--- src/rtl/disk_arb_pkg.sv ---
// rtl/disk_arb_pkg.sv - shared types and constants for the disk channel arbiter
//
// Contents:
//   arb_state_t       channel FSM states (IDLE, GRANT, RELEASE)
//   REQ_BIT_DEFAULT   drive status bit meaning "host transfer requested"
//   DONE_BIT_DEFAULT  host control bit the host raises when a transfer completes
//   DRV0 / DRV1       drive ids as carried on the owner output
package disk_arb_pkg;

  typedef enum logic [1:0] {
    IDLE    = 2'd0,
    GRANT   = 2'd1,
    RELEASE = 2'd2
  } arb_state_t;

  localparam int REQ_BIT_DEFAULT  = 0;
  localparam int DONE_BIT_DEFAULT = 31;

  localparam logic DRV0 = 1'b0;
  localparam logic DRV1 = 1'b1;

endpackage

--- src/rtl/disk_arb_watchdog.sv ---
// rtl/disk_arb_watchdog.sv - inactivity watchdog counter with clear/enable and expiry flag
//
// Ports:
//   i_clk      clock, rising edge
//   i_rstn     asynchronous active-low reset
//   i_clr      clear the count (wins over i_en)
//   i_en       count one cycle of inactivity
//   o_expired  high in the cycle whose increment brings the count to all-ones,
//              so the owner can act on the same edge the count gets there
module disk_arb_watchdog #(
  parameter int TO_W = 20
) (
  input  logic i_clk,
  input  logic i_rstn,
  input  logic i_clr,
  input  logic i_en,
  output logic o_expired
);

  logic [TO_W-1:0] r_count;
  logic [TO_W-1:0] w_count_inc;

  assign w_count_inc = r_count + 1'b1;
  assign o_expired   = i_en & ~i_clr & (&w_count_inc);

  always_ff @(posedge i_clk or negedge i_rstn) begin
    if (!i_rstn) begin
      r_count <= '0;
    end else if (i_clr) begin
      r_count <= '0;
    end else if (i_en && !(&r_count)) begin
      r_count <= w_count_inc;
    end
  end

endmodule

--- src/rtl/disk_channel_arbiter.sv ---
// rtl/disk_channel_arbiter.sv - round-robin arbiter sharing one host disk channel between two drives
//
// Optional feature macro: DISKARB_SELECT_FOLLOW_EN (owner follows chip-select falls while idle,
// with a read-only status preview of that drive).
//
// Ports:
//   clk24 / rstn                        clock, asynchronous active-low reset
//   host_cr, host_din                   control word and data byte from the ctrl-module
//   host_clkin, host_clkout             single-cycle host data strobes
//   host_sr, host_dout                  status word and data byte of the owning drive
//   drv_sr0/1, drv_dout0/1              status and data from each drive
//   drv_cr0/1, drv_din                  control word per drive, data byte to both drives
//   drv_clkin0/1, drv_clkout0/1         strobes gated to the owning drive only
//   cpu_sel_n                           disk1_n / disk2_n chip selects (optional feature only)
//   owner, grant_valid, timeout_err     arbitration status
module disk_channel_arbiter
  import disk_arb_pkg::*;
#(
  parameter int REQ_BIT      = REQ_BIT_DEFAULT,
  parameter int DONE_BIT     = DONE_BIT_DEFAULT,
  parameter int GUARD_CYCLES = 4,
  parameter int TO_W         = 20
) (
  input  logic        clk24,
  input  logic        rstn,
  input  logic [31:0] host_cr,
  output logic [31:0] host_sr,
  input  logic [7:0]  host_din,
  output logic [7:0]  host_dout,
  input  logic        host_clkin,
  input  logic        host_clkout,
  input  logic [31:0] drv_sr0,
  input  logic [31:0] drv_sr1,
  input  logic [7:0]  drv_dout0,
  input  logic [7:0]  drv_dout1,
  output logic [31:0] drv_cr0,
  output logic [31:0] drv_cr1,
  output logic [7:0]  drv_din,
  output logic        drv_clkin0,
  output logic        drv_clkin1,
  output logic        drv_clkout0,
  output logic        drv_clkout1,
  input  logic [1:0]  cpu_sel_n,
  output logic        owner,
  output logic        grant_valid,
  output logic        timeout_err
);

  localparam int GW = (GUARD_CYCLES < 1) ? 1 : $clog2(GUARD_CYCLES + 1);
  localparam logic [GW:0] GUARD_END = (GW + 1)'(GUARD_CYCLES);

  arb_state_t    r_state, w_state_nxt;
  logic          r_owner, r_rr_last, r_done_prev, r_timeout_err;
  logic [GW-1:0] r_guard;

  logic          w_req0, w_req1, w_owner_req, w_done_edge, w_strobe;
  logic          w_grant, w_grant_id, w_rel_timeout, w_wd_expired, w_guard_done;
  logic [31:0]   w_owner_sr;

  assign w_req0      = drv_sr0[REQ_BIT];
  assign w_req1      = drv_sr1[REQ_BIT];
  assign w_owner_req = r_owner ? w_req1 : w_req0;
  assign w_owner_sr  = r_owner ? drv_sr1 : drv_sr0;
  assign w_done_edge = host_cr[DONE_BIT] & ~r_done_prev;
  assign w_strobe    = host_clkin | host_clkout;
  // "count + 1 reaches GUARD_CYCLES" keeps GUARD_CYCLES=0 at a single RELEASE cycle
  assign w_guard_done = ({1'b0, r_guard} + {{GW{1'b0}}, 1'b1}) >= GUARD_END;

  // Held in clear outside GRANT, so every grant starts the watchdog from zero
  disk_arb_watchdog #(.TO_W(TO_W)) u_watchdog (
    .i_clk     (clk24),
    .i_rstn    (rstn),
    .i_clr     ((r_state != GRANT) | w_strobe),
    .i_en      (r_state == GRANT),
    .o_expired (w_wd_expired)
  );

  always_comb begin
    w_state_nxt   = r_state;
    w_grant       = 1'b0;
    w_grant_id    = DRV0;
    w_rel_timeout = 1'b0;
    case (r_state)
      IDLE: begin
        if (w_req0 | w_req1) begin
          w_grant     = 1'b1;
          // On a tie the drive that did not win last time goes next
          w_grant_id  = (w_req0 & w_req1) ? ~r_rr_last : w_req1;
          w_state_nxt = GRANT;
        end
      end
      GRANT: begin
        if (w_done_edge || !w_owner_req) begin
          w_state_nxt = RELEASE;
        end else if (w_wd_expired) begin
          w_state_nxt   = RELEASE;
          w_rel_timeout = 1'b1;
        end
      end
      RELEASE: begin
        if (w_guard_done) w_state_nxt = IDLE;
      end
      default: w_state_nxt = IDLE;
    endcase
  end

  // Datapath is a pure function of the registered state, so an asserted rstn
  // blocks every strobe in the same cycle.
  always_comb begin
    host_sr     = '0;
    host_dout   = '0;
    drv_cr0     = '0;
    drv_cr1     = '0;
    drv_clkin0  = 1'b0;
    drv_clkin1  = 1'b0;
    drv_clkout0 = 1'b0;
    drv_clkout1 = 1'b0;
    if (r_state == GRANT) begin
      host_sr   = w_owner_sr;
      host_dout = r_owner ? drv_dout1 : drv_dout0;
      if (r_owner == DRV1) begin
        drv_cr1     = host_cr;
        drv_clkin1  = host_clkin;
        drv_clkout1 = host_clkout;
      end else begin
        drv_cr0     = host_cr;
        drv_clkin0  = host_clkin;
        drv_clkout0 = host_clkout;
      end
    end
`ifdef DISKARB_SELECT_FOLLOW_EN
    else if (r_state == IDLE) begin
      host_sr = w_owner_sr;
    end
`endif
  end

  assign drv_din     = host_din;
  assign owner       = r_owner;
  assign grant_valid = (r_state == GRANT);
  assign timeout_err = r_timeout_err;

`ifdef DISKARB_SELECT_FOLLOW_EN
  logic [1:0] r_sel_prev;
  logic [1:0] w_sel_fall;
  assign w_sel_fall = r_sel_prev & ~cpu_sel_n;

  always_ff @(posedge clk24 or negedge rstn) begin
    if (!rstn) r_sel_prev <= 2'b11;
    else       r_sel_prev <= cpu_sel_n;
  end
`else
  logic w_unused_sel;
  assign w_unused_sel = ^cpu_sel_n;
`endif

  always_ff @(posedge clk24 or negedge rstn) begin
    if (!rstn) begin
      r_state       <= IDLE;
      r_owner       <= DRV0;
      r_rr_last     <= DRV1;
      r_done_prev   <= 1'b0;
      r_timeout_err <= 1'b0;
      r_guard       <= '0;
    end else begin
      r_state     <= w_state_nxt;
      r_done_prev <= host_cr[DONE_BIT];
      if (w_grant) begin
        r_owner       <= w_grant_id;
        r_rr_last     <= w_grant_id;
        r_timeout_err <= 1'b0;
      end else if (w_rel_timeout) begin
        r_timeout_err <= 1'b1;
      end
`ifdef DISKARB_SELECT_FOLLOW_EN
      // No grant in IDLE means no requests; simultaneous falls favour drive 1
      else if (r_state == IDLE && w_sel_fall != 2'b00) begin
        r_owner <= w_sel_fall[1] ? DRV1 : DRV0;
      end
`endif
      if (r_state == RELEASE) begin
        r_guard <= (&r_guard) ? r_guard : r_guard + 1'b1;
      end else begin
        r_guard <= '0;
      end
    end
  end

endmodule

--- config.mk ---
export PLATFORM = sky130hd
export DESIGN_NAME = disk_channel_arbiter
export DESIGN_NICKNAME = d
export VERILOG_FILES = /design/src/rtl/disk_arb_pkg.sv /design/src/rtl/disk_arb_watchdog.sv /design/src/rtl/disk_channel_arbiter.sv
export SDC_FILE = /design/constraint.sdc
export NUM_CORES = 1
export LEC_CHECK = 0
export ABC_CLOCK_PERIOD_IN_PS = 2800
export BUFFER_PORTS_ARGS = -buffer_cell sky130_fd_sc_hd__buf_2
export CORE_AREA = 2 2 110 112
export DETAILED_ROUTE_END_ITERATION = 10
export DIE_AREA = 0 0 112 114
export GPL_TIMING_DRIVEN = 0
export HOLD_SLACK_MARGIN = 0.12
export PLACE_DENSITY_LB_ADDON = 0.2
export SYNTH_ARGS = -nofsm -noshare
export SYNTH_HDL_FRONTEND = slang
export SYNTH_SLANG_ARGS = --single-unit
--- constraint.sdc ---
create_clock -name clk24 -period 2.8 [get_ports clk24]
set_input_delay 0.42 -clock clk24 [delete_from_list [all_inputs] [get_ports clk24]]
set_output_delay 0.42 -clock clk24 [all_outputs]
set_load 0.01 [all_outputs]
== Word-level counts from Yosys, hierarchy flattened ==
Index checks and enable logic that the tools add are counted.

* $add $sub $neg: 3
* Magnitude comparators: 1
* Eq/ne operators: 7
* Muxes and demuxes: 36
* Bitwise operators: 10
* Reductions and logical operators: 11

{| class="wikitable"
|+ Operators with widths
! kind !! number
|-
| 32-bit two-way mux || 6
|-
| 20-bit two-way mux || 2
|-
| 20-bit AND reduction || 2
|-
| 20-bit by 1-bit adder with 20-bit output, second input constant || 1
|-
| 1-bit two-way mux || 19
|-
| 8-bit two-way mux || 2
|-
| 2-bit two-way mux || 4
|-
| 3-bit two-way mux || 2
|-
| 2-bit != test, second input constant || 3
|-
| 2-bit one-hot mux with 3 select lines || 1
|-
| 3-bit AND reduction || 2
|-
| 3-bit by 1-bit adder with 4-bit output, second input constant || 1
|-
| 1-bit bitwise AND || 4
|-
| 4-bit by 3-bit >= comparator with 1-bit output, second input constant || 1
|-
| 2-bit nonzero test || 2
|-
| 3-bit by 1-bit adder with 3-bit output, second input constant || 1
|-
| 3-bit != test, second input constant || 1
|-
| 1-bit NOT || 3
|-
| 1-bit OR || 3
|-
| 2-bit by 1-bit == test with 1-bit output, second input constant || 1
|-
| 2-bit == test, second input constant || 1
|-
| 1-bit zero test || 2
|-
| 2-bit zero test || 1
|-
| 2-bit by 1-bit != test with 1-bit output, second input constant || 1
|-
| other kinds (2) || 2
|}

* Register bits: 29
* Bits of input ports: 126
* Output and inout port bits: 119
* Logic and storage cells: 75

== Logic depth before layout (Yosys ltp) ==
Gate-level depths: netlist of run 1.

* Depth after elaboration: 10
* Gate-level depth with buffers: 8
* Depth with buffers taken out: 7

== Cells and area by module ==
A second synthesis of run 1 with hierarchy kept.

* Cells, all modules: 380
* Area total of the unflattened synthesis: 3022.9 um^2

{| class="wikitable"
|+ By module, submodules not included
! module !! times used !! cells an instance !! area an instance (um^2) !! seq. area each (um^2)
|-
| disk_channel_arbiter || 1 || 211 || 1529.0 || 226.5
|-
| disk_arb_watchdog || 1 || 169 || 1493.9 || 500.5
|}

== Worst setup path after synthesis of run 1 ==
No wires, ideal clock.

* Path kind: reg2reg
* From: register u_watchdog.r_count[0]
* To: register r_state[0]
* Library setup time: 119 ps
* Arrival: 2074 ps
* Required time: 2681 ps
* Path slack: 607 ps
* Cell stages (with the launch flop): 7
* Path buffers: 0
* Path through: dfrtp_1 -> ha_1 -> nand3_1 -> or3_1 -> or4_4 -> a211o_1 -> o21a_1

* Word-level cells in the longest chain between the ends: 5

{| class="wikitable"
|+ RTL lines
! what !! RTL line !! text
|-
| start: declaration || disk_arb_watchdog.sv:20 || <nowiki>logic [TO_W-1:0] r_count;</nowiki>
|-
| start signal: assignment || disk_arb_watchdog.sv:32 || <nowiki>r_count <= w_count_inc;</nowiki>
|-
| 20-bit by 1-bit adder with 20-bit output || disk_arb_watchdog.sv:23 || <nowiki>assign w_count_inc = r_count + 1'b1;</nowiki>
|-
| 20-bit AND reduction || disk_arb_watchdog.sv:24 || <nowiki>assign o_expired = i_en & ~i_clr & (&w_count_inc);</nowiki>
|-
| 1-bit bitwise AND || disk_arb_watchdog.sv:24 ||
|-
| 3-bit != test (no source line) || -- ||
|-
| 3-bit AND reduction (no source line) || -- ||
|-
| end signal: assignment || disk_channel_arbiter.sv:166 || <nowiki>r_state <= w_state_nxt;</nowiki>
|-
| end: declaration || disk_channel_arbiter.sv:52 || <nowiki>arb_state_t r_state, w_state_nxt;</nowiki>
|}

No other way between the ends.
A chain may end at the register's enable or synchronous reset.

== Final worst setup path of run 1 ==
* From: register r_owner, in the netlist owner
* To: output host_sr[6]

* Word-level cells in the longest chain between the ends: 2

{| class="wikitable"
|+ RTL lines
! what !! RTL line !! text
|-
| start: declaration || disk_channel_arbiter.sv:53 || <nowiki>logic r_owner, r_rr_last, r_done_prev, r_timeout_err;</nowiki>
|-
| start signal: assignment || disk_channel_arbiter.sv:169 || <nowiki>r_owner <= w_grant_id;</nowiki>
|-
| 32-bit two-way mux || disk_channel_arbiter.sv:63 || <nowiki>assign w_owner_sr = r_owner ? drv_sr1 : drv_sr0;</nowiki>
|-
| 32-bit two-way mux || disk_channel_arbiter.sv:118 || <nowiki>if (r_state == GRANT) begin</nowiki>
|-
| end: declaration || disk_channel_arbiter.sv:27 || <nowiki>output logic [31:0] host_sr,</nowiki>
|}

No other way between the ends.

==> results of run 1 <==
[routing by layer]
metal | track usage [%] | up-vias | routed length, um
met3 | 3.56 | 5 | 969
met2 | 26.9 | 144 | 5380
li1 | - | 1743 | -
met5 | 0 | - | 0
met4 | 2.93 | 0 | 59
met1 | 24.3 | 1598 | 5230
[state kept, by name, summed over array words and instances, names as in the netlist]
name                count
u_watchdog.r_count     20
r_guard                 3
r_state                 2
owner                   1
r_done_prev             1
r_rr_last               1
timeout_err             1
[worst register-to-register path, delay by kind of cell (launching register included)]
family	cells	cell delay, ns
flip-flops	1	0.47
AND/OR/NAND/NOR	4	0.86
adder cells (fa/ha/maj)	1	0.26
buffers and inverters	2	0.64
AO/OA/AOI/OAI	1	0.14
[final cells by class]
class	count	area share, %
plain buffers	35	3.84
inverters	10	0.861
well taps	147	4.22
repair buffers	234	26.9
multi-input cells	289	43.9
clock buffers	7	3.50
flip-flops and latches	29	16.7
clock inverters	1	0.115
[power by group]
part / total (uW) / internal, uW / switching, uW / leakage, uW
registers: 515 / 468 / 47.7 / 0.000393
clock network: 561 / 375 / 186 / 0.0000799
logic: 1820 / 753 / 1070 / 0.00206
[cell usage after synthesis, drive strengths merged (2+ instances only)]
master,count
a211oi,3
or3,2
nand4,4
and2,36
a32oi,2
a31oi,2
and4,3
a21oi,5
mux2i,42
nand2,14
mux2,2
inv,10
o21ai,19
nor4,2
or4,2
buf,16
xor2,6
a21o,2
xnor2,9
a211o,2
nand3,7
dfrtp,28
nor2b,4
nor3,6
ha,4
nor2,55
and3,38
nand2b,3
clkbuf,19
[final timing paths]
check | from | endpoint | slack, ns | cells after the start
worst max-delay path | owner$_DFFE_PN0P_ | host_sr[6] | 0.15 | 5
worst min-delay path | rstn | u_watchdog.r_count[14]$_DFFE_PN0P_ | 0.17 | 1
worst max register to register | u_watchdog.r_count[0]$_DFFE_PN0P_ | u_watchdog.r_count[17]$_DFFE_PN0P_ | 0.34 | 8
worst min register to register | timeout_err$_DFFE_PN0P_ | timeout_err$_DFFE_PN0P_ | 0.54 | 2
max in group asynchronous | rstn | u_watchdog.r_count[2]$_DFFE_PN0P_ | 2.20 | 1
min in group clk24 | host_cr[31] | r_done_prev$_DFF_PN0_ | 0.30 | 1
[cells by family after synthesis]
family          synth area share (%)
flops                           25.5
fa+ha+maj                       1.76
mux                             15.6
xor+xnor                        4.62
compound gates                  11.4
simple gates                    34.0
buf+inv                         7.08
[timing repair]
action / CTS / global route
endpoints found under the setup margin: 13 / 0
setup buffers: 0 / 0
hold buffers: 0 / 0
gates resized for setup: 3 / 0
[metrics by stage]
stage / hold WS, ns / std cells
after floorplan: 0.124 / 363
after global routing: 0.238 / 752
after detailed placement: 0.497 / 744
after global placement: 0.493 / 744
after CTS: 0.206 / 752
final: 0.173 / 752
==> results.rst, run 1 <==
.. list-table::
   :header-rows: 1

   * - Metric
     - Value
   * - Async set or reset register ratio after synthesis
     - 100%
   * - Number of CTS-inserted buffers
     - 5
   * - Length of the first detailed-routing pass in iterations
     - 4
   * - Cell Chain, Critical Path
     - buf_1 > buf_2 > mux2i_1 > nor2_1 > buf_2
   * - Clk sink count
     - 29
   * - Number of rows created at floorplan
     - 40
   * - Number of synthesis warnings
     - 0
   * - Highest-delay cell along the critical path
     - sky130_fd_sc_hd__buf_1
   * - Commonest cells after routing, fill and taps aside
     - 239 x sky130_fd_sc_hd__buf_2, 55 x sky130_fd_sc_hd__nor2_1, 42 x sky130_fd_sc_hd__mux2i_1, 38 x sky130_fd_sc_hd__and3_1, 35 x sky130_fd_sc_hd__and2_1
   * - Outcome
     - finished, final reports clean
   * - Die Span Y
     - about 110 um
   * - Ports placed on the boundary
     - about 250
   * - Final WS setup
     - between 0.1 and 0.15 ns
   * - Peak VDD IR
     - 0.330 mV
   * - Worst-Skew Late Latency
     - 0.28 ns
   * - Iteration-0 DRC Markers
     - roughly 210
   * - Final min period
     - 2.65 ns
   * - Power density over the cells
     - 665 nW/um2
   * - First-pass GRT wire length
     - roughly 17000 um
   * - Number of maximum-capacitance violations
     - 0
   * - Largest driver fanout on the critical path
     - 10
   * - Data required time of the critical path
     - 2.38 ns
   * - Buf+Inv Stages, Crit Path
     - 3
   * - Delay of the slowest cell on the worst path
     - roughly 0.49 ns
   * - Pin count of the biggest net entering global routing
     - 30
   * - Area occupied by registers
     - about 730 um2
   * - EDFF count, synth
     - 0
   * - Synth Cell Area
     - 2850 um2
   * - Share of the core filled with cells in the final layout
     - 37.2%
   * - # setup viols final
     - 0
   * - Routability cong.
     - 0.859
   * - Endpoint kind of the worst setup timing path
     - output pin
   * - Area taken by multi-input logic gates
     - ~1900 um2
   * - Final HPWL from detailed placement
     - slightly below 10000 um
   * - Post-Place Cell Area
     - 4200 um2
   * - Leakage
     - roughly 0.0025 uW
   * - CTS tree
     - yes
   * - Critical path's most frequent cell
     - sky130_fd_sc_hd__buf_2
   * - Post-detailed-route DRC marker count
     - 0
   * - Chip Width
     - roughly 110 um
   * - Number of filler cells placed in the layout
     - 1246
   * - Final wirelength
     - between 10000 and 15000 um
   * - Kind of cell adding the most delay to the critical path
     - buffers and inverters
   * - Distinct cell type count of the synthesized netlist
     - a little over 50
   * - Total of buffers placed on input and output ports
     - 234
   * - Number of diodes added for antenna fixing
     - 0
   * - Synth area leader
     - sky130_fd_sc_hd__dfrtp_1
   * - Number of flip-flops and latches in the synthesized netlist
     - 29
   * - Cell chosen for the clock root
     - sky130_fd_sc_hd__clkbuf_16
   * - Number of vias per cell after detailed routing
     - about 4.6
   * - Worst EP arrival
     - between 2 and 2.5 ns
   * - Deepest level of the CTS H-tree
     - 2
   * - Post-Route Skew
     - just under 0.005 ns
   * - Final antenna-violating net count
     - 0
   * - Kind of start point of the critical path
     - flip-flop
   * - Initial core utilization
     - between 20% and 30%
   * - Maximum count of clock buffers along a single path
     - 2
   * - Total global-route track usage
     - between 10% and 20%
   * - Detail-routed net length per standard cell
     - roughly 15 um
   * - Final number of hold-violating endpoints
     - 0
   * - Worst setup slack before clock tree synthesis
     - just under 0.2 ns
   * - Area inside the core boundary
     - around 12000 um2
   * - Period utilisation layout
     - between 90% and 100%
   * - Cells taking the most area after synthesis
     - sky130_fd_sc_hd__dfrtp_1 25%, sky130_fd_sc_hd__mux2i_1 15%, sky130_fd_sc_hd__and3_1 8.4%
   * - Max Transition Viols Final
     - 0
   * - Post-Synthesis Net Count
     - 493
   * - Area added between synthesis and finish
     - 53.3%
   * - Vias after detailed routing
     - between 3000 and 4000
   * - Most used DFF post-synth
     - sky130_fd_sc_hd__dfrtp_1
   * - Leading cell type in the layout, fill and taps excluded
     - sky130_fd_sc_hd__buf_2
   * - Pin slew with the least headroom to its limit
     - 0.660 ns
   * - Total Power Consumption
     - 2900 uW
   * - Proportion of synthesized chip area in sequential cells
     - between 20% and 30%
   * - Initial antenna violation count
     - 0
   * - Share of the synthesized area in the top cell type
     - 24.6%
   * - Worst Hold Class
     - primary input to asynchronous set/reset pin
   * - Synthesized area per cell
     - 7.84 um2
   * - Setup Total Neg Slack
     - 0 ns
   * - Clk pin slew, worst setup/hold paths
     - 0.05 ns
   * - Share of final-layout standard cells stronger than drive strength 1
     - 43.6%
   * - Sum of overflow across all layers after global routing
     - 0
   * - Die area
     - 12800 um2
   * - Fmax
     - ~380 MHz
   * - Worst setup path category
     - flip-flop to output pin
   * - Unrepaired setup endpoints after global routing
     - false
   * - Final net count
     - roughly 730
   * - Summed area of non-filler cells in the final layout
     - 4360 um2
   * - Post-synthesis cell count
     - roughly 360
   * - Number of global-route vias before repair
     - roughly 3200
   * - Normalized max-slew margin
     - between 50% and 60%
No activity file was read; power rests on OpenSTA's default activity.
==> run 2, diff against run 1 <==
CORE_AREA = 2 2 101 122   (was 2 2 110 112)
DIE_AREA = 0 0 103 124   (was 0 0 112 114)
REMOVE_ABC_BUFFERS = 1   (was unset)
==> run 2 against run 1 <==
  * Global-route usage barely moved
  * First-iteration DRC count fell by 41%
  * Via count is 5.0% lower
  * Critical path type unchanged
  * Cell count shrank 3.9%
  * Clock skew decreased by 0.0033 ns
==> results.rst, run 2 (synthesis gave the netlist of run 1 again) <==
.. list-table::
   :header-rows: 1

   * - Metric
     - Value
   * - Final antenna-violating net count
     - 0 (unchanged)
   * - Pin count of the biggest net entering global routing
     - 78 (was 30)
   * - Power density over the cells
     - 657 nW/um2 (was 665 nW/um2)
   * - Unrepaired setup endpoints after global routing
     - true (was false)
   * - Portion of total power attributed to sequential cells
     - 25.7% (was 17.8%)
   * - Sum of overflow across all layers after global routing
     - 0 (unchanged)
   * - Area added between synthesis and finish
     - 47.0% (was 53.3%)
   * - Number of global-route vias before repair
     - 2869 (was 3150)
   * - Final wirelength
     - 12000 um (was 11600 um)
   * - Worst setup path category
     - flip-flop to output pin (unchanged)
   * - Final number of hold-violating endpoints
     - 0 (unchanged)
   * - Share of final-layout standard cells stronger than drive strength 1
     - 43.8% (was 43.6%)
   * - Die area
     - 12800 um2 (about the same)
   * - Fmax
     - 378 MHz (was 377 MHz)
   * - Register-to-Register Setup Slack
     - 0.20 ns (was 0.34 ns)
   * - Area inside the core boundary
     - 11500 um2 (was 11700 um2)
   * - Worst Hold Class
     - primary input to asynchronous set/reset pin (unchanged)
   * - Iteration-0 DRC Markers
     - 124 (was 211)
   * - Critical path capture point
     - drv_cr1[31] (was host_sr[6])
   * - Clk pin slew, worst setup/hold paths
     - 0.05 ns (about the same)
   * - WL met1
     - 5010 um (was 5230 um)
   * - Hold Worst Slack
     - 0.191 ns (was 0.173 ns)
   * - Worst EP arrival
     - 2.22 ns (was 2.23 ns)
   * - Period utilisation layout
     - 94.4% (was 94.7%)
   * - Highest-delay cell along the critical path
     - sky130_fd_sc_hd__inv_1 (was sky130_fd_sc_hd__buf_1)
   * - Ports placed on the boundary
     - 245 (unchanged)
   * - DR WL met2
     - 6090 um (was 5380 um)
   * - Maximum count of clock buffers along a single path
     - 2 (unchanged)
   * - Number of buffers inserted for hold repair after clock tree synthesis
     - 0 (unchanged)
   * - Delay of the slowest cell on the worst path
     - 0.72 ns (was 0.49 ns)
   * - Beginning of the critical path
     - r_state[1]$_DFFE_PN0P_ (was owner$_DFFE_PN0P_)
   * - Initial antenna violation count
     - 5 (was 0)
   * - Vias after detailed routing
     - 3315 (was 3490)
   * - Number of vias per cell after detailed routing
     - 4.59 (was 4.64)
   * - Setup Total Neg Slack
     - 0 ns (unchanged)
   * - Clk sink count
     - 29 (unchanged)
   * - Leakage
     - 0.00241 uW (was 0.00254 uW)
   * - Data required time of the critical path
     - 2.38 ns (about the same)
   * - Number of filler cells placed in the layout
     - 1244 (was 1246)
   * - Deepest level of the CTS H-tree
     - 2 (unchanged)
   * - Post-Route Skew
     - 0.00165 ns (was 0.00491 ns)
   * - Largest regs
     - u_watchdog.r_count (20), r_guard (3), r_state (2) (unchanged)
   * - Wire length on met3
     - 767 um (was 969 um)
   * - Length of the first detailed-routing pass in iterations
     - 4 (unchanged)
   * - Pin slew with the least headroom to its limit
     - 0.979 ns (was 0.660 ns)
   * - Final net count
     - 691 (was 734)
   * - Combinational share of power
     - 55.8% (was 62.9%)
   * - Setup bufs post-CTS
     - 0 (unchanged)
   * - Endpoint kind of the worst setup timing path
     - output pin (unchanged)
   * - Total global-route track usage
     - 17.0% (about the same)
   * - Final HPWL from detailed placement
     - 9670 um (was 9830 um)
   * - Max Transition Viols Final
     - 0 (unchanged)
   * - Number of CTS-inserted buffers
     - 5 (unchanged)
   * - # setup viols final
     - 0 (unchanged)
   * - Flip-flop count of the largest register after layout
     - 20 (unchanged)
   * - First-pass GRT wire length
     - 16200 um (was 17200 um)
   * - Switching part of the total power
     - 45.4% (was 45.0%)
   * - Routability cong.
     - 0.862 (was 0.859)
   * - Uppermost layer routed
     - met5 (was met4)
   * - Register with the most flip-flops
     - u_watchdog.r_count (unchanged)
   * - Internal power
     - 1500 uW (was 1600 uW)
   * - Number of maximum-capacitance violations
     - 0 (unchanged)
   * - Die Span Y
     - 124 um (was 114 um)
   * - Number of rows created at floorplan
     - 43 (was 40)
   * - Terminus of the critical flop-to-flop path
     - timeout_err$_DFFE_PN0P_ (was u_watchdog.r_count[17]$_DFFE_PN0P_)
   * - Area taken by multi-input logic gates
     - 1940 um2 (was 1920 um2)
   * - Cell Chain, Critical Path
     - nand2b_4 > inv_1 > and3_1 > buf_2 (was buf_1 > buf_2 > mux2i_1 > nor2_1 > buf_2)
   * - Post-detailed-route DRC marker count
     - 0 (unchanged)
   * - Post-Place Cell Area
     - 4020 um2 (was 4200 um2)
   * - Outcome
     - finished, final reports clean (unchanged)
   * - Area occupied by registers
     - 731 um2 (was 727 um2)
   * - Cell chosen for the clock root
     - sky130_fd_sc_hd__clkbuf_16 (unchanged)
   * - Launch instance of the worst register-to-register path
     - r_state[1]$_DFFE_PN0P_ (was u_watchdog.r_count[0]$_DFFE_PN0P_)
   * - Clk network pwr share
     - 18.4% (was 19.3%)
   * - Commonest cells after routing, fill and taps aside
     - 226 x sky130_fd_sc_hd__buf_2, 54 x sky130_fd_sc_hd__nor2_1, 42 x sky130_fd_sc_hd__mux2i_1, 38 x sky130_fd_sc_hd__and3_1, 35 x sky130_fd_sc_hd__and2_1 (was 239 x sky130_fd_sc_hd__buf_2, 55 x sky130_fd_sc_hd__nor2_1, 42 x sky130_fd_sc_hd__mux2i_1, 38 x sky130_fd_sc_hd__and3_1, 35 x sky130_fd_sc_hd__and2_1)
   * - Detail-routed net length per standard cell
     - 16.5 um (was 15.5 um)
   * - Chip Width
     - 103 um (was 112 um)
   * - Kind of start point of the critical path
     - flip-flop (unchanged)
   * - Largest driver fanout on the critical path
     - 45 (was 10)
   * - Total of buffers placed on input and output ports
     - 226 (was 234)
   * - Worst-Skew Late Latency
     - 0.27 ns (was 0.28 ns)
   * - Summed area of non-filler cells in the final layout
     - 4180 um2 (was 4360 um2)
   * - Final min period
     - 2.64 ns (was 2.65 ns)
   * - Total net switching power
     - 1250 uW (was 1310 uW)
   * - CTS tree
     - yes (unchanged)
   * - Normalized max-slew margin
     - 34.7% (was 56.0%)
   * - Peak VDD IR
     - 0.420 mV (was 0.330 mV)
   * - Worst reg2reg path depth
     - 5 (was 8)
   * - Initial core utilization
     - 24.7% (was 24.3%)
   * - Leading cell type in the layout, fill and taps excluded
     - sky130_fd_sc_hd__buf_2 (unchanged)
==> run 2: changes by cell type in the layout (fill, tap and decap cells not counted), moves of 2 or more <==
cell / before / now
sky130_fd_sc_hd__buf_1: 3 / 0
sky130_fd_sc_hd__clkbuf_1: 19 / 1
sky130_fd_sc_hd__buf_2: 239 / 226
sky130_fd_sc_hd__clkbuf_8: 2 / 0
sky130_fd_sc_hd__diode_2: 0 / 4
sky130_fd_sc_hd__buf_4: 8 / 0
==> run 2: stage by stage <==
step	util, %	setup WS (ns)	instances	power [uW]
after floorplan	-	-0.584	328	1570
after global placement	34.8	-1.68	711	2280
after detailed placement	34.9	0.0141	711	2240
after CTS	36.1	0.0378	719	2770
after global routing	36.3	-0.0419	721	2950
final	36.3	0.157	723	2750
==> run 2: how the worst min path moves through the flow <==
stage | start | to
2_1_floorplan | rstn | owner$_DFFE_PN0P_
3_3_place_gp | rstn | u_watchdog.r_count[5]$_DFFE_PN0P_
3_5_place_dp | rstn | u_watchdog.r_count[5]$_DFFE_PN0P_
4_1_cts | rstn | u_watchdog.r_count[5]$_DFFE_PN0P_
5_1_grt | rstn | u_watchdog.r_count[3]$_DFFE_PN0P_
6_report | rstn | u_watchdog.r_count[5]$_DFFE_PN0P_
==> run 2: power by group through the flow <==
stage | Combinational [uW] | Clock, uW | Sequential [uW]
6_report | 1530 | 506 | 707
5_1_grt | 1680 | 542 | 733
4_1_cts | 1540 | 522 | 705
3_5_place_dp | 1530 | 0 | 708
3_3_place_gp | 1590 | 0 | 691
2_1_floorplan | 928 | 0 | 643
==> run 2: per-layer routing <==
metal | up-vias | global-route usage (%)
met3 | 10 | 5.05
met1 | 1525 | 20.0
met2 | 116 | 30.5
met4 | 2 | 3.13
met5 | - | 0
li1 | 1662 | -
==> run 2: repair_timing <==
item / in CTS / in global routing
gates resized for setup: 1 / 2
endpoints found under the setup margin: 69 / 39
cloned: 0 / 0
==> run 2: area by class of cell <==
type,instances,area share [%]
Inverter,10,0.898
Sequential cell,29,17.5
Timing Repair Buffer,226,27.0
Antenna cell,4,0.239
Clock inverter,2,0.239
Clock buffer,6,3.08
Multi-Input combinational cell,289,46.3
Tap cell,157,4.70
==> run 2: critical path, delay by kind of cell (launching register included) <==
kind / cells / cell delay, ns
buffers and inverters: 2 / 0.88
and+or+nand+nor: 2 / 0.65
DFF: 1 / 0.40
==> run 3, diff against run 2 <==
CORE_AREA = 2 2 79 156   (was 2 2 101 122)
DIE_AREA = 0 0 81 158   (was 0 0 103 124)
==> run 3 against run 2 <==
  * Critical path depth is the same
  * Non-clock buffer count rose by 1
  * Global-route usage rose by 1.5 points
  * Worst hold slack got worse by 0.013 ns
  * Die area up 0.20%
==> results.rst, run 3 (synthesis gave the netlist of run 1 again) <==
.. list-table::
   :header-rows: 1

   * - Metric
     - Value
   * - Commonest cells after routing, fill and taps aside
     - 226 x sky130_fd_sc_hd__buf_2, 54 x sky130_fd_sc_hd__nor2_1, 42 x sky130_fd_sc_hd__mux2i_1, 38 x sky130_fd_sc_hd__and3_1, 35 x sky130_fd_sc_hd__and2_1 (unchanged)
   * - Terminus of the critical flop-to-flop path
     - r_state[0]$_DFFE_PN0P_ (was timeout_err$_DFFE_PN0P_)
   * - Number of rows created at floorplan
     - 56 (was 43)
   * - Area added between synthesis and finish
     - 48.3% (was 47.0%)
   * - Chip Width
     - 81 um (was 103 um)
   * - # setup viols final
     - 0 (unchanged)
   * - Routability cong.
     - 0.910 (was 0.862)
   * - Critical path capture point
     - drv_cr0[11] (was drv_cr1[31])
   * - Iteration-0 DRC Markers
     - 93 (was 124)
   * - Area occupied by registers
     - 731 um2 (unchanged)
   * - Busiest layer in global routing
     - met2 (unchanged)
   * - Pin slew with the least headroom to its limit
     - 0.955 ns (was 0.979 ns)
   * - Final number of hold-violating endpoints
     - 0 (unchanged)
   * - Initial antenna violation count
     - 1 (was 5)
   * - Normalized max-slew margin
     - 36.4% (was 34.7%)
   * - Peak VDD IR
     - 0.311 mV (was 0.420 mV)
   * - Buf+Inv Stages, Crit Path
     - 2 (unchanged)
   * - Cell Count, Final, Fillers Out
     - 711 (was 723)
   * - Power density over the cells
     - 700 nW/um2 (was 657 nW/um2)
   * - Die Span Y
     - 158 um (was 124 um)
   * - Final HPWL from detailed placement
     - 10000 um (was 9670 um)
   * - Post-detailed-route DRC marker count
     - 0 (unchanged)
   * - Leading cell type in the layout, fill and taps excluded
     - sky130_fd_sc_hd__buf_2 (unchanged)
   * - Pin count of the biggest net entering global routing
     - 78 (unchanged)
   * - GR met2 Demand/Resource
     - 31.4% (was 30.5%)
   * - Outcome
     - finished, final reports clean (unchanged)
   * - Fmax
     - 397 MHz (was 378 MHz)
   * - Flip-flop count of the largest register after layout
     - 20 (unchanged)
   * - Period utilisation layout
     - 89.9% (was 94.4%)
   * - Final antenna-violating net count
     - 0 (unchanged)
   * - Clk pin slew, worst setup/hold paths
     - 0.05 ns (about the same)
   * - Worst setup path category
     - flip-flop to output pin (unchanged)
   * - CTS tree
     - yes (unchanged)
   * - Final wirelength
     - 12300 um (was 12000 um)
   * - Worst reg2reg path depth
     - 6 (was 5)
   * - Sum of overflow across all layers after global routing
     - 0 (unchanged)
   * - Setup bufs post-CTS
     - 0 (unchanged)
   * - First-pass GRT wire length
     - 17600 um (was 16200 um)
   * - Max Transition Viols Final
     - 0 (unchanged)
   * - Vias after detailed routing
     - 3426 (was 3315)
   * - Register-to-Register Setup Slack
     - 0.32 ns (was 0.20 ns)
   * - Cell chosen for the clock root
     - sky130_fd_sc_hd__clkbuf_16 (unchanged)
   * - Post-Route Skew
     - 0.00650 ns (was 0.00165 ns)
   * - Largest regs
     - u_watchdog.r_count (20), r_guard (3), r_state (2) (unchanged)
   * - Largest driver fanout on the critical path
     - 77 (was 45)
   * - Endpoint kind of the worst setup timing path
     - output pin (unchanged)
   * - Area taken by multi-input logic gates
     - 1940 um2 (about the same)
   * - Die area
     - 12800 um2 (about the same)
   * - Number of buffers inserted for hold repair after clock tree synthesis
     - 0 (unchanged)
   * - Met3 Resource Use GR
     - 4.85% (was 5.05%)
   * - Clk sink count
     - 29 (unchanged)
   * - Maximum count of clock buffers along a single path
     - 2 (unchanged)
   * - Highest-delay cell along the critical path
     - sky130_fd_sc_hd__dfrtp_4 (was sky130_fd_sc_hd__inv_1)
   * - Cell Chain, Critical Path
     - nor2_2 > buf_8 > and2_1 > buf_2 (was nand2b_4 > inv_1 > and3_1 > buf_2)
   * - Unrepaired setup endpoints after global routing
     - false (was true)
   * - Register with the most flip-flops
     - u_watchdog.r_count (unchanged)
   * - Area inside the core boundary
     - 11600 um2 (was 11500 um2)
   * - Number of filler cells placed in the layout
     - 1284 (was 1244)
   * - Beginning of the critical path
     - owner$_DFFE_PN0P_ (was r_state[1]$_DFFE_PN0P_)
   * - M1 GR Usage
     - 22.5% (was 20.0%)
   * - Instance count after placement with tap cells included
     - 700 (was 711)
   * - Detail-routed net length per standard cell
     - 17.3 um (was 16.5 um)
   * - Share of the core filled with cells in the final layout
     - 36.3% (about the same)
   * - Delay of the slowest cell on the worst path
     - 0.98 ns (was 0.72 ns)
   * - Initial core utilization
     - 24.5% (was 24.7%)
   * - Total global-route track usage
     - 18.4% (was 17.0%)
   * - Worst EP arrival
     - 2.10 ns (was 2.22 ns)
   * - Worst Hold Class
     - primary input to asynchronous set/reset pin (unchanged)
   * - Kind of cell adding the most delay to the critical path
     - flip-flops (was buffers and inverters)
   * - Total of buffers placed on input and output ports
     - 226 (unchanged)
   * - Number of CTS-inserted buffers
     - 5 (unchanged)
   * - Share of final-layout standard cells stronger than drive strength 1
     - 44.3% (was 43.8%)
   * - Data required time of the critical path
     - 2.38 ns (about the same)
   * - Final min period
     - 2.52 ns (was 2.64 ns)
   * - Deepest level of the CTS H-tree
     - 2 (unchanged)
   * - Worst-Skew Late Latency
     - 0.28 ns (was 0.27 ns)
   * - Number of maximum-capacitance violations
     - 0 (unchanged)
   * - Kind of start point of the critical path
     - flip-flop (unchanged)
   * - Crit path depth
     - 4 (unchanged)
   * - Launch instance of the worst register-to-register path
     - u_watchdog.r_count[0]$_DFFE_PN0P_ (was r_state[1]$_DFFE_PN0P_)
   * - Number of global-route vias before repair
     - 3271 (was 2869)
   * - Final net count
     - 693 (was 691)
   * - Leakage
     - 0.00243 uW (was 0.00241 uW)
   * - Length of the first detailed-routing pass in iterations
     - 4 (unchanged)
   * - Number of vias per cell after detailed routing
     - 4.82 (was 4.59)
   * - Ports placed on the boundary
     - 245 (unchanged)
-- run 3: per-layer routing --
metal / wire, um / up-vias
met5: 0 / -
met4: 251 / 0
met3: 1120 / 17
met2: 5820 / 189
met1: 5100 / 1554
li1: - / 1666
-- run 3: worst min-delay path by stage --
stage | startpoint | end | slack (ns) | cells after the start
5_1_grt | rstn | u_watchdog.r_count[6]$_DFFE_PN0P_ | 0.25 | 1
3_3_place_gp | rstn | u_watchdog.r_count[6]$_DFFE_PN0P_ | 0.49 | 1
4_1_cts | rstn | u_watchdog.r_count[3]$_DFFE_PN0P_ | 0.21 | 1
6_report | rstn | u_watchdog.r_count[3]$_DFFE_PN0P_ | 0.18 | 1
3_5_place_dp | rstn | u_watchdog.r_count[6]$_DFFE_PN0P_ | 0.50 | 1
2_1_floorplan | rstn | owner$_DFFE_PN0P_ | 0.12 | 0
-- run 3: stage by stage --
| stage | TNS [ns] | setup WS (ns) | area, um2 | hold WS [ns] | power [uW] |
|---|---|---|---|---|---|
| after floorplan | -19.85 | -0.584 | 2680 | 0.124 | 1570 |
| after global placement | -106.52 | -1.74 | 3990 | 0.493 | 2320 |
| after detailed placement | 0 | 0.0117 | 4020 | 0.503 | 2320 |
| after CTS | 0 | 0.130 | 4210 | 0.210 | 2990 |
| after global routing | 0 | 0.152 | 4220 | 0.249 | 3160 |
| final | 0 | 0.284 | 4220 | 0.177 | 2950 |
-- run 3: where the power goes --
part | switching, uW | total, uW | internal, uW
Combinational | 903 | 1630 | 725
Clock | 184 | 628 | 443
Sequential | 229 | 698 | 469
-- run 3: repair_timing --
action / CTS / global route
gates cloned: 1 / 0
endpoints found under the setup margin: 35 / 3
resized for setup: 3 / 2
-- run 3: final cells by class --
cell class,count,share of cell area [%]
sequential,29,17.3
inverter,10,0.978
timing repair buffer,227,27.2
tap,145,4.30
antenna,2,0.119
clock inverter,1,0.712
multi-input combinational,289,45.9
timing repair inverter,1,0.178
clock buffer,7,3.38
